`src/rtl/seq_compare_if.sv`:
```
// seq_compare_if: operand/result handshake bundle for seq_compare.
// master = operand producer and result consumer, slave = the comparator.
interface seq_compare_if #(
    parameter int unsigned WIDTH = 64
) ();
    logic             in_valid;
    logic             in_ready;
    logic [WIDTH-1:0] a;
    logic [WIDTH-1:0] b;
    logic             signed_mode;
    logic             out_valid;
    logic             out_ready;
    logic             eq;
    logic             gt;
    logic             lt;
    logic             ge;
    logic             le;
    logic             busy;

    modport master (
        output in_valid, a, b, signed_mode, out_ready,
        input  in_ready, out_valid, eq, gt, lt, ge, le, busy
    );

    modport slave (
        input  in_valid, a, b, signed_mode, out_ready,
        output in_ready, out_valid, eq, gt, lt, ge, le, busy
    );
endinterface

```
`src/rtl/seq_compare.sv`:
```
// seq_compare: multi-cycle WIDTH-bit magnitude comparator, CHUNK bits per clock,
// most significant slice first.  The operands are shifted left each RUN cycle
// so the slice under test is always the top CHUNK bits.
// Optional feature macro: SEQ_COMPARE_EARLY_EXIT_EN (stop at first differing
// slice); when undefined every compare takes exactly N cycles in RUN.
module seq_compare #(
    parameter int unsigned WIDTH = 64,
    parameter int unsigned CHUNK = 16
) (
    input  logic         clk,
    input  logic         rst,
    seq_compare_if.slave bus
);
    localparam int unsigned N     = WIDTH / CHUNK;
    localparam int unsigned CNT_W = (N > 1) ? $clog2(N) : 1;

    typedef enum logic [1:0] {S_IDLE, S_RUN, S_DONE} state_t;

    state_t             r_state, w_state_nxt;
    logic [WIDTH-1:0]   r_a, w_a_nxt;
    logic [WIDTH-1:0]   r_b, w_b_nxt;
    logic               r_signed, w_signed_nxt;
    logic               r_first, w_first_nxt;
    logic [CNT_W-1:0]   r_cnt, w_cnt_nxt;
    logic               r_eq, w_eq_nxt;
    logic               r_gt, w_gt_nxt;
    logic               r_lt, w_lt_nxt;
    logic               r_ge, w_ge_nxt;
    logic               r_le, w_le_nxt;
    logic               r_in_ready, w_in_ready_nxt;
    logic               r_out_valid, w_out_valid_nxt;
    logic               r_busy, w_busy_nxt;
`ifndef SEQ_COMPARE_EARLY_EXIT_EN
    logic               r_found, w_found_nxt;
    logic               r_p_gt, w_p_gt_nxt;
    logic               r_p_lt, w_p_lt_nxt;
`endif

    logic [CHUNK-1:0]   w_sa, w_sb, w_flip, w_ka, w_kb;
    logic               w_s_gt, w_s_lt, w_s_diff;

    // Top-slice compare; the MSB slice is biased by flipping its sign bit in signed mode.
    always_comb begin
        w_sa     = r_a[WIDTH-1 -: CHUNK];
        w_sb     = r_b[WIDTH-1 -: CHUNK];
        w_flip   = CHUNK'(r_first & r_signed) << (CHUNK - 1);
        w_ka     = w_sa ^ w_flip;
        w_kb     = w_sb ^ w_flip;
        w_s_gt   = (w_ka > w_kb);
        w_s_lt   = (w_ka < w_kb);
        w_s_diff = (w_sa != w_sb);
    end

    // Next-state and next-output logic.
    always_comb begin
        w_state_nxt  = r_state;
        w_a_nxt      = r_a;
        w_b_nxt      = r_b;
        w_signed_nxt = r_signed;
        w_first_nxt  = r_first;
        w_cnt_nxt    = r_cnt;
        w_eq_nxt     = r_eq;
        w_gt_nxt     = r_gt;
        w_lt_nxt     = r_lt;
`ifndef SEQ_COMPARE_EARLY_EXIT_EN
        w_found_nxt  = r_found;
        w_p_gt_nxt   = r_p_gt;
        w_p_lt_nxt   = r_p_lt;
`endif
        case (r_state)
            S_IDLE: begin
                if (bus.in_valid) begin
                    w_a_nxt      = bus.a;
                    w_b_nxt      = bus.b;
                    w_signed_nxt = bus.signed_mode;
                    w_first_nxt  = 1'b1;
                    w_cnt_nxt    = CNT_W'(N - 1);
`ifndef SEQ_COMPARE_EARLY_EXIT_EN
                    w_found_nxt  = 1'b0;
`endif
                    w_state_nxt  = S_RUN;
                end
            end
            S_RUN: begin
                w_a_nxt     = r_a << CHUNK;
                w_b_nxt     = r_b << CHUNK;
                w_first_nxt = 1'b0;
                w_cnt_nxt   = r_cnt - CNT_W'(1);
`ifdef SEQ_COMPARE_EARLY_EXIT_EN
                if (w_s_diff || (r_cnt == '0)) begin
                    w_eq_nxt    = ~w_s_diff;
                    w_gt_nxt    = w_s_gt;
                    w_lt_nxt    = w_s_lt;
                    w_state_nxt = S_DONE;
                end
`else
                if (w_s_diff && !r_found) begin
                    w_found_nxt = 1'b1;
                    w_p_gt_nxt  = w_s_gt;
                    w_p_lt_nxt  = w_s_lt;
                end
                if (r_cnt == '0) begin
                    if (r_found) begin
                        w_eq_nxt = 1'b0;
                        w_gt_nxt = r_p_gt;
                        w_lt_nxt = r_p_lt;
                    end else begin
                        w_eq_nxt = ~w_s_diff;
                        w_gt_nxt = w_s_gt;
                        w_lt_nxt = w_s_lt;
                    end
                    w_state_nxt = S_DONE;
                end
`endif
            end
            S_DONE: begin
                if (bus.out_ready) begin
                    w_state_nxt = S_IDLE;
                end
            end
            default: w_state_nxt = S_IDLE;
        endcase
        w_ge_nxt        = w_gt_nxt | w_eq_nxt;
        w_le_nxt        = w_lt_nxt | w_eq_nxt;
        w_in_ready_nxt  = (w_state_nxt == S_IDLE);
        w_out_valid_nxt = (w_state_nxt == S_DONE);
        w_busy_nxt      = (w_state_nxt != S_IDLE);
    end

    // State and output registers; reset discards any in-flight compare.
    always_ff @(posedge clk or posedge rst) begin
        if (rst) begin
            r_state     <= S_IDLE;
            r_a         <= '0;
            r_b         <= '0;
            r_signed    <= 1'b0;
            r_first     <= 1'b0;
            r_cnt       <= '0;
            r_eq        <= 1'b0;
            r_gt        <= 1'b0;
            r_lt        <= 1'b0;
            r_ge        <= 1'b0;
            r_le        <= 1'b0;
            r_in_ready  <= 1'b1;
            r_out_valid <= 1'b0;
            r_busy      <= 1'b0;
`ifndef SEQ_COMPARE_EARLY_EXIT_EN
            r_found     <= 1'b0;
            r_p_gt      <= 1'b0;
            r_p_lt      <= 1'b0;
`endif
        end else begin
            r_state     <= w_state_nxt;
            r_a         <= w_a_nxt;
            r_b         <= w_b_nxt;
            r_signed    <= w_signed_nxt;
            r_first     <= w_first_nxt;
            r_cnt       <= w_cnt_nxt;
            r_eq        <= w_eq_nxt;
            r_gt        <= w_gt_nxt;
            r_lt        <= w_lt_nxt;
            r_ge        <= w_ge_nxt;
            r_le        <= w_le_nxt;
            r_in_ready  <= w_in_ready_nxt;
            r_out_valid <= w_out_valid_nxt;
            r_busy      <= w_busy_nxt;
`ifndef SEQ_COMPARE_EARLY_EXIT_EN
            r_found     <= w_found_nxt;
            r_p_gt      <= w_p_gt_nxt;
            r_p_lt      <= w_p_lt_nxt;
`endif
        end
    end

    assign bus.in_ready  = r_in_ready;
    assign bus.out_valid = r_out_valid;
    assign bus.busy      = r_busy;
    assign bus.eq        = r_eq;
    assign bus.gt        = r_gt;
    assign bus.lt        = r_lt;
    assign bus.ge        = r_ge;
    assign bus.le        = r_le;
endmodule
```
`src/flat_wrapper.sv`:
```
// flat-port wrapper written by rule: the top's interface ports become plain ports
module seq_compare_flat 
#(
    parameter int unsigned WIDTH = 64,
    parameter int unsigned CHUNK = 16
)
  (clk, rst, bus_in_valid, bus_a, bus_b, bus_signed_mode, bus_out_ready, bus_in_ready, bus_out_valid, bus_eq, bus_gt, bus_lt, bus_ge, bus_le, bus_busy);
  seq_compare_if #(.WIDTH(WIDTH)) bus_i ();
  input  logic clk;
  input  logic rst;
  input wire logic [$bits(bus_i.in_valid)-1:0] bus_in_valid;
  input wire logic [$bits(bus_i.a)-1:0] bus_a;
  input wire logic [$bits(bus_i.b)-1:0] bus_b;
  input wire logic [$bits(bus_i.signed_mode)-1:0] bus_signed_mode;
  input wire logic [$bits(bus_i.out_ready)-1:0] bus_out_ready;
  output wire logic [$bits(bus_i.in_ready)-1:0] bus_in_ready;
  output wire logic [$bits(bus_i.out_valid)-1:0] bus_out_valid;
  output wire logic [$bits(bus_i.eq)-1:0] bus_eq;
  output wire logic [$bits(bus_i.gt)-1:0] bus_gt;
  output wire logic [$bits(bus_i.lt)-1:0] bus_lt;
  output wire logic [$bits(bus_i.ge)-1:0] bus_ge;
  output wire logic [$bits(bus_i.le)-1:0] bus_le;
  output wire logic [$bits(bus_i.busy)-1:0] bus_busy;
  assign bus_i.in_valid = bus_in_valid;
  assign bus_i.a = bus_a;
  assign bus_i.b = bus_b;
  assign bus_i.signed_mode = bus_signed_mode;
  assign bus_i.out_ready = bus_out_ready;
  assign bus_in_ready = bus_i.in_ready;
  assign bus_out_valid = bus_i.out_valid;
  assign bus_eq = bus_i.eq;
  assign bus_gt = bus_i.gt;
  assign bus_lt = bus_i.lt;
  assign bus_ge = bus_i.ge;
  assign bus_le = bus_i.le;
  assign bus_busy = bus_i.busy;
  seq_compare #(.WIDTH(WIDTH), .CHUNK(CHUNK)) u_core (.clk(clk), .rst(rst), .bus(bus_i));
endmodule
```
`config.mk`:
```
export PLATFORM = sky130hd
export DESIGN_NAME = seq_compare_flat
export DESIGN_NICKNAME = d
export VERILOG_FILES = /design/src/rtl/seq_compare_if.sv /design/src/rtl/seq_compare.sv /design/src/flat_wrapper.sv
export SDC_FILE = /design/constraint.sdc
export NUM_CORES = 1
export LEC_CHECK = 0
export BUFFER_PORTS_ARGS = -buffer_cell sky130_fd_sc_hd__buf_2
export CAP_MARGIN = 40
export CORE_ASPECT_RATIO = 1.1
export CORE_MARGIN = 2
export CORE_UTILIZATION = 59
export DETAILED_ROUTE_END_ITERATION = 6
export GPL_ROUTABILITY_DRIVEN = 0
export GPL_TIMING_DRIVEN = 0
export PLACE_DENSITY = 0.85
export SYNTH_ARGS = -nofsm -noshare
export SYNTH_HDL_FRONTEND = slang
export SYNTH_SLANG_ARGS = --single-unit
```
`constraint.sdc`:
```
create_clock -name clk -period 14.9 [get_ports clk]
set_clock_uncertainty 0.1 [all_clocks]
set_input_delay 2.98 -clock clk [delete_from_list [all_inputs] [get_ports clk]]
set_output_delay 2.98 -clock clk [all_outputs]
set_load 0.005 [all_outputs]
```
==> results of run 1 <==
==> stage by stage <==
step,cells,hold WS [ns],setup WS (ns)
6_report,929,0.378,10.62
3_3_place_gp,897,0.362,6.61
3_5_place_dp,898,0.370,10.22
4_1_cts,929,0.383,10.65
5_1_grt,929,0.407,10.42
2_1_floorplan,610,0.350,7.93
==> layer usage <==
| layer | GRT usage [%] | vias up | share of wire [%] |
|---|---|---|---|
| li1 | - | 2476 | - |
| met1 | 34.0 | 2609 | 40 |
| met2 | 50.2 | 183 | 51 |
| met3 | 5.84 | 47 | 5.0 |
| met4 | 15.8 | 0 | 3.5 |
| met5 | 0 | - | 0 |
==> tightest hold or removal path: stages (launching register included) <==
cell and delay (ns):
dfrtp_1 0.34, nand2_1 0.04, o21ai_0 0.06
==> where the power goes <==
| group | switching, uW | internal [uW] |
|---|---|---|
| Sequential | 102 | 568 |
| Combinational | 471 | 331 |
| Clock | 158 | 248 |
==> cell usage in the layout (no fill, tap or decap), types with 2 or more instances in the layout <==
master and count:
buf_2 158, dfrtp_1 144, nand2_1 102, mux2i_1 97
o21ai_0 97, a22o_1 33, inv_1 23, clkbuf_1 21
clkbuf_16 17, ha_1 16, o21ai_1 6, clkinv_2 5
a211oi_1 4, nor2_1 4, clkinvlp_4 4, buf_4 3
o31ai_1 3, a21oi_1 3, nor2b_1 2, and4_1 2
nor3_2 2, and3_1 2, nor3_1 2, a31oi_1 2
bufinv_16 2
==> layout make-up <==
cell class / instances / area [sq um]
plain buffers: 42 / 199
clock inverters: 11 / 115
inverters: 25 / 98.8
clock buffers: 20 / 447
repair buffers: 141 / 728
multi-input cells: 398 / 2720
well taps: 147 / 184
fillers: 764 / 2840
flip-flops and latches: 145 / 3630
==> state kept, by name (all words and copies together), names as in the netlist <==
| signal | flops |
|---|---|
| u_core.r_b | 64 |
| u_core.r_p_lt | 1 |
| u_core.r_a | 64 |
| u_core.r_signed | 1 |
| u_core.bus.busy | 1 |
| u_core.r_cnt | 2 |
| u_core.bus.gt | 1 |
| u_core.r_first | 1 |
| u_core.bus.eq | 1 |
| u_core.bus.le | 1 |
| u_core.r_state | 2 |
| u_core.bus.ge | 1 |
| u_core.bus.lt | 1 |
| u_core.r_found | 1 |
| u_core.r_p_gt | 1 |
| u_core.bus.out_valid | 1 |
| u_core.bus.in_ready | 1 |
==> kinds of logic after synthesis <==
| group | after synthesis | synth area share [%] |
|---|---|---|
| AOI/OAI and AO/OA | 158 | 14.7 |
| xor gates and xnor gates | 1 | 0.132 |
| adders and majority gates | 16 | 3.01 |
| buffers and inverters | 67 | 4.41 |
| DFF | 145 | 54.6 |
| muxes | 99 | 15.0 |
| and+or+nand+nor | 124 | 8.08 |
==> how the worst max path moves through the flow <==
stage                       to  slack, ns  cells past startpoint
2_1_floorplan  u_core.bus.busy       7.93                      1
3_3_place_gp     u_core.r_a[6]       6.61                      2
3_5_place_dp    u_core.r_a[40]      10.22                      7
4_1_cts         u_core.r_a[59]      10.65                      7
5_1_grt         u_core.r_b[25]      10.42                      7
6_report        u_core.r_a[59]      10.62                      7
==> results.yml, run 1 <==
timing:
  period_share_pct: 28.7
  fin_setup_tns_ns: 0
  slew_headroom_pct: 48.5
  finalHoldViolCount: 0
  rsz0062_at_grt: "no"
  setup_violations: 0
  tightest_slew_ns: 0.769
  max_freq_ghz: 0.234
  slew_violations: 0
  fin_crit_ns: 4.28
die:
  core-area_sq_um: 11000
  die_y_um: 115
  start_util_pct: 60.6
  fp-row-count: 40
  die-area_sq_um: 12100
  io_pins: 141
  fp.dieW_um: 105
placed_design:
  portBuffers: 140
  dp_hpwl_um: 12100
  dpl_cell_area_sq_um: 7560
routing:
  drt-wirelength-per-cell_um: 17.7
  via_per_inst: 5.72
  vias: 5315
  drt_wl_total_um: 16400
  drt_iter0_drc: 301
  postRouteAntennaNets: 0
  first_pass_iters: 5
  drc: 0
power:
  powerDensity_nw_per_um2: 231
  power_leakage_uw: 0.00413
  peakVddDrop_mv: 0.127
  total_power_uw: 1880
critical_path:
  r2r-start: "u_core.r_b[61]"
  critPathTopFamily: "buffers and inverters"
  worstRegToRegCells: 7
  r2r_slack_ns: 12.61
  worstReg2RegEnd: "u_core.bus.ge"
  max_stage_delay_ns: 0.39
  crit_arrival_ns: 4.49
  crit_path_start_kind: "input port"
  cp_max_fo: 10
  worstPathCellList: "buf_2 > o21ai_1 > buf_2 > buf_2 > clkbuf_1 > nand2_1 > o21ai_0"
  worstPathRequired_ns: 15.11
  crit_buf_inv: 4
  critPathKind: "input port to register"
  critPathCaptureType: "register"
  cpMostUsedCell: "buf_2"
  startpoint: "bus_in_valid"
  critPathSlowestCell: "clkbuf_1"
global_routing:
  grt_max_degree: 96
  antenna_found_initial: 0
  grt_first_pass_wirelength_um: 26600
  grt_use_total_pct: 28.9
  grt_overflow: 0
  grt_pass1_vias: 5468
finish:
  diodes: 0
  final_util_pct: 74.1
  fin_area_sq_um: 8120
  drive_gt1_share_pct: 26.2
  area_growth_pct: 22.3
  fin_nets: 919
run_status:
  status: "finished clean"
flow_run:
  maxCapViolations: 0
synthesis:
  syn-cell-area_sq_um: 6640
  synth_edf_count: 0
  synth_seq_cells: 145
  ys_top_cells_by_count: "144 x dfrtp_1, 102 x nand2_1, 97 x mux2i_1, 97 x o21ai_0, 33 x a22o_1"
  dominantRegCellSynth: "dfrtp_1"
  async_reset_ff_share_pct: 100
  synth-seq-area-share_pct: 54.6
  yosysTopAreaCell: "dfrtp_1"
  synth.distinct_cells: 46
  yosys.area.top_type_share_pct: 54.2
  synth_area_leaders: "dfrtp_1 54%, mux2i_1 15%, o21ai_0 7.3%"
  synth.most_common_cell: "dfrtp_1"
  post_synth.cell_area_avg_sq_um: 10.9
  yosysWarnings: 0
  syn_nets: 759
  synthCells: 610
clocking:
  cts_buffers: 17
  clk_pin_slew_worst_paths_ns: 0.06
  insertion_delay_ns: 0.42
  cts.sinks: 145
  cts_tree: "done"
  hold_buffers: 0
  cts.htree.levels: 4
  root_buffer: "clkbuf_16"
  cts_resized: 0
  cts_max_path_buffers: 2
  cts_setup_buffers: 0
worst_hold_path:
  hold_path.class: "register to register"
  hold_end: "u_core.r_b[38]"
  whs_path_depth: 2
  min_from: "u_core.r_b[38]"
Note: power is estimated with default switching activity, not from simulation.
==> run 2: changes to the inputs <==
Settings changed: ABC_AREA set to 1, CORE_UTILIZATION 59 to 55, PLACE_DENSITY 0.85 to 0.8.
Clock period 14.9 ns to 4.3 ns, I/O delays scaled along.
==> results.yml, run 2 <==
run_status:
  status: "finished clean"
critical_path:
  critPathKind: "register to register"
  crit_buf_inv: 4
  critPathCaptureType: "register"
  r2r_slack_ns: 2.17
  cpMostUsedCell: "inv_2"
  worstPathCellList: "inv_2 > nor2_4 > inv_2 > buf_2 > buf_1 > nor2_1 > o22ai_1"
  critPathTopFamily: "buffers and inverters"
  worstPathRequired_ns: 4.50
  cp_max_fo: 10
  critPathSlowestCell: "dfrtp_1"
  crit_path_start_kind: "register"
  max_stage_delay_ns: 0.46
  crit_arrival_ns: 2.34
finish:
  mostFrequentLayoutCells: "216 x nand2_1, 159 x buf_2, 144 x dfrtp_1"
  drive_gt1_share_pct: 21.5
  top_regs: "u_core.r_a x64, u_core.r_b x64"
  layout_commonest_cell: "nand2_1"
  diodes: 0
  multi_input_area_sq_um: 2580
  fill_cells: 933
  final-seq-area_sq_um: 3630
  fin_nets: 1105
  layout.cells.non_filler: 1119
  area_growth_pct: 25.1
clocking:
  clk_pin_slew_worst_paths_ns: 0.06
  cts_resized: 0
  cts_tree: "done"
  cts_setup_buffers: 0
  cts_buffers: 17
  cts.htree.levels: 4
  cts.sinks: 145
  insertion_delay_ns: 0.43
  hold_buffers: 0
  cts_max_path_buffers: 2
  root_buffer: "clkbuf_16"
die:
  die_y_um: 119
  fp.dieW_um: 108
  io_pins: 141
  start_util_pct: 56.9
  die-area_sq_um: 12800
  core-area_sq_um: 11500
  fp-row-count: 41
routing:
  vias: 5968
  highest_layer: "met4"
  via_per_inst: 5.33
  drt_wl_total_um: 17500
  drc: 0
  met3WireLength_um: 1110
  dr_wl_met2_um: 8850
  first_pass_iters: 6
  drt_iter0_drc: 396
  drt-wirelength-per-cell_um: 15.6
  postRouteAntennaNets: 0
  met1_length_um: 7050
power:
  combinationalPowerShare_pct: 43.2
  powerDensity_nw_per_um2: 894
  clockPowerShare_pct: 22.9
  sw_frac_of_total_pct: 41.6
  peakVddDrop_mv: 0.386
  total_power_uw: 7350
  internal_power_uw: 4290
  seqPwrFrac_pct: 34.0
  p_sw_uw: 3050
  power_leakage_uw: 0.00418
placed_design:
  dp_hpwl_um: 12800
  dpl.cell_count: 1087
  portBuffers: 140
  post-place-ws_ns: 1.78
synthesis:
  synth_edf_count: 0
  syn-cell-area_sq_um: 6570
  synth.most_common_cell: "nand2_1"
  syn_nets: 942
  async_reset_ff_share_pct: 100
  post_synth.cell_area_avg_sq_um: 8.28
  synth-seq-area-share_pct: 55.3
  dominantRegCellSynth: "dfrtp_1"
  synth_seq_cells: 145
  synthCells: 793
  yosys.area.top_type_share_pct: 54.9
  synth_area_leaders: "dfrtp_1 55%, nand2_1 12%, a21oi_1 7.9%"
  yosysTopAreaCell: "dfrtp_1"
  yosysWarnings: 0
  synth.distinct_cells: 27
  ys_top_cells_by_count: "216 x nand2_1, 144 x dfrtp_1, 106 x nor2_1, 103 x a21oi_1, 52 x o21ai_0"
timing:
  fin_ws_ns: 2.17
  max_freq_ghz: 0.468
  whs_ns: 0.232
  slew_headroom_pct: 62.4
  fin_setup_tns_ns: 0
  period_share_pct: 49.6
  finalHoldViolCount: 0
  tightest_slew_ns: 0.564
  rsz0062_at_grt: "no"
  fin_crit_ns: 2.13
  slew_violations: 0
  setup_violations: 0
global_routing:
  grt_pass1_vias: 5804
  grt_overflow: 0
  antenna_found_initial: 0
  grt_max_degree: 40
  grt_first_pass_wirelength_um: 27900
  grt_use_total_pct: 28.7
flow_run:
  maxCapViolations: 0
worst_hold_path:
  hold_path.class: "input port to async pin"
-- run 2: power by group through the flow --
| stage | Combinational (uW) | Sequential (uW) | Clock, uW |
|---|---|---|---|
| after floorplan | 2270 | 2380 | 0 |
| after global placement | 2990 | 2460 | 0 |
| after detailed placement | 3100 | 2480 | 0 |
| after CTS | 3160 | 2480 | 1680 |
| after global routing | 3620 | 2560 | 1750 |
| final | 3170 | 2500 | 1680 |
-- run 2: layer usage --
layer	GRT usage, %	up-vias
li1	-	2921
met1	35.9	2773
met2	48.8	235
met3	5.02	39
met4	11.7	0
met5	0	-
-- run 2: cell families after synthesis --
family | count (synthesis) | share of synthesized area (%)
AO/OA/AOI/OAI | 209 | 16.5
adder cells (fa/ha/maj) | 16 | 3.05
buffers and inverters | 88 | 5.45
flip-flops | 145 | 55.3
multiplexers | 1 | 0.172
AND/OR/NAND/NOR | 334 | 19.6
-- run 2: final timing paths --
kind	cells past startpoint	from	endpoint
max in group asynchronous	4	rst	u_core.r_a[46]
worst max register to register	7	u_core.r_state[0]	u_core.r_a[63]
min in group clk	2	u_core.r_b[11]	u_core.r_b[11]
worst max-delay path	7	u_core.r_state[0]	u_core.r_a[63]
worst min-delay path	2	rst	u_core.r_b[43]
worst min register to register	2	u_core.r_b[11]	u_core.r_b[11]
-- run 2: layout make-up --
type | instances | area share (%)
timing repair buffer | 144 | 9.50
tap | 150 | 2.28
sequential | 145 | 44.2
clock inverter | 13 | 2.85
inverter | 41 | 1.92
multi-input combinational | 560 | 31.4
buffer | 47 | 2.48
clock buffer | 19 | 5.39
-- run 2: worst reg2reg max path, stage by stage, from the launching register on --
cell,delay (ns)
dfrtp_1,0.46
inv_2,0.07
nor2_4,0.33
inv_2,0.21
buf_2,0.24
buf_1,0.26
nor2_1,0.24
o22ai_1,0.11
-- run 2: stage by stage --
step	utilization, %	instance area (sq um)
global route	71.2	8210
CTS	71.2	8210
detailed placement	65.3	7540
finish	71.2	8210
floorplan	-	6570
global placement	64.6	7460
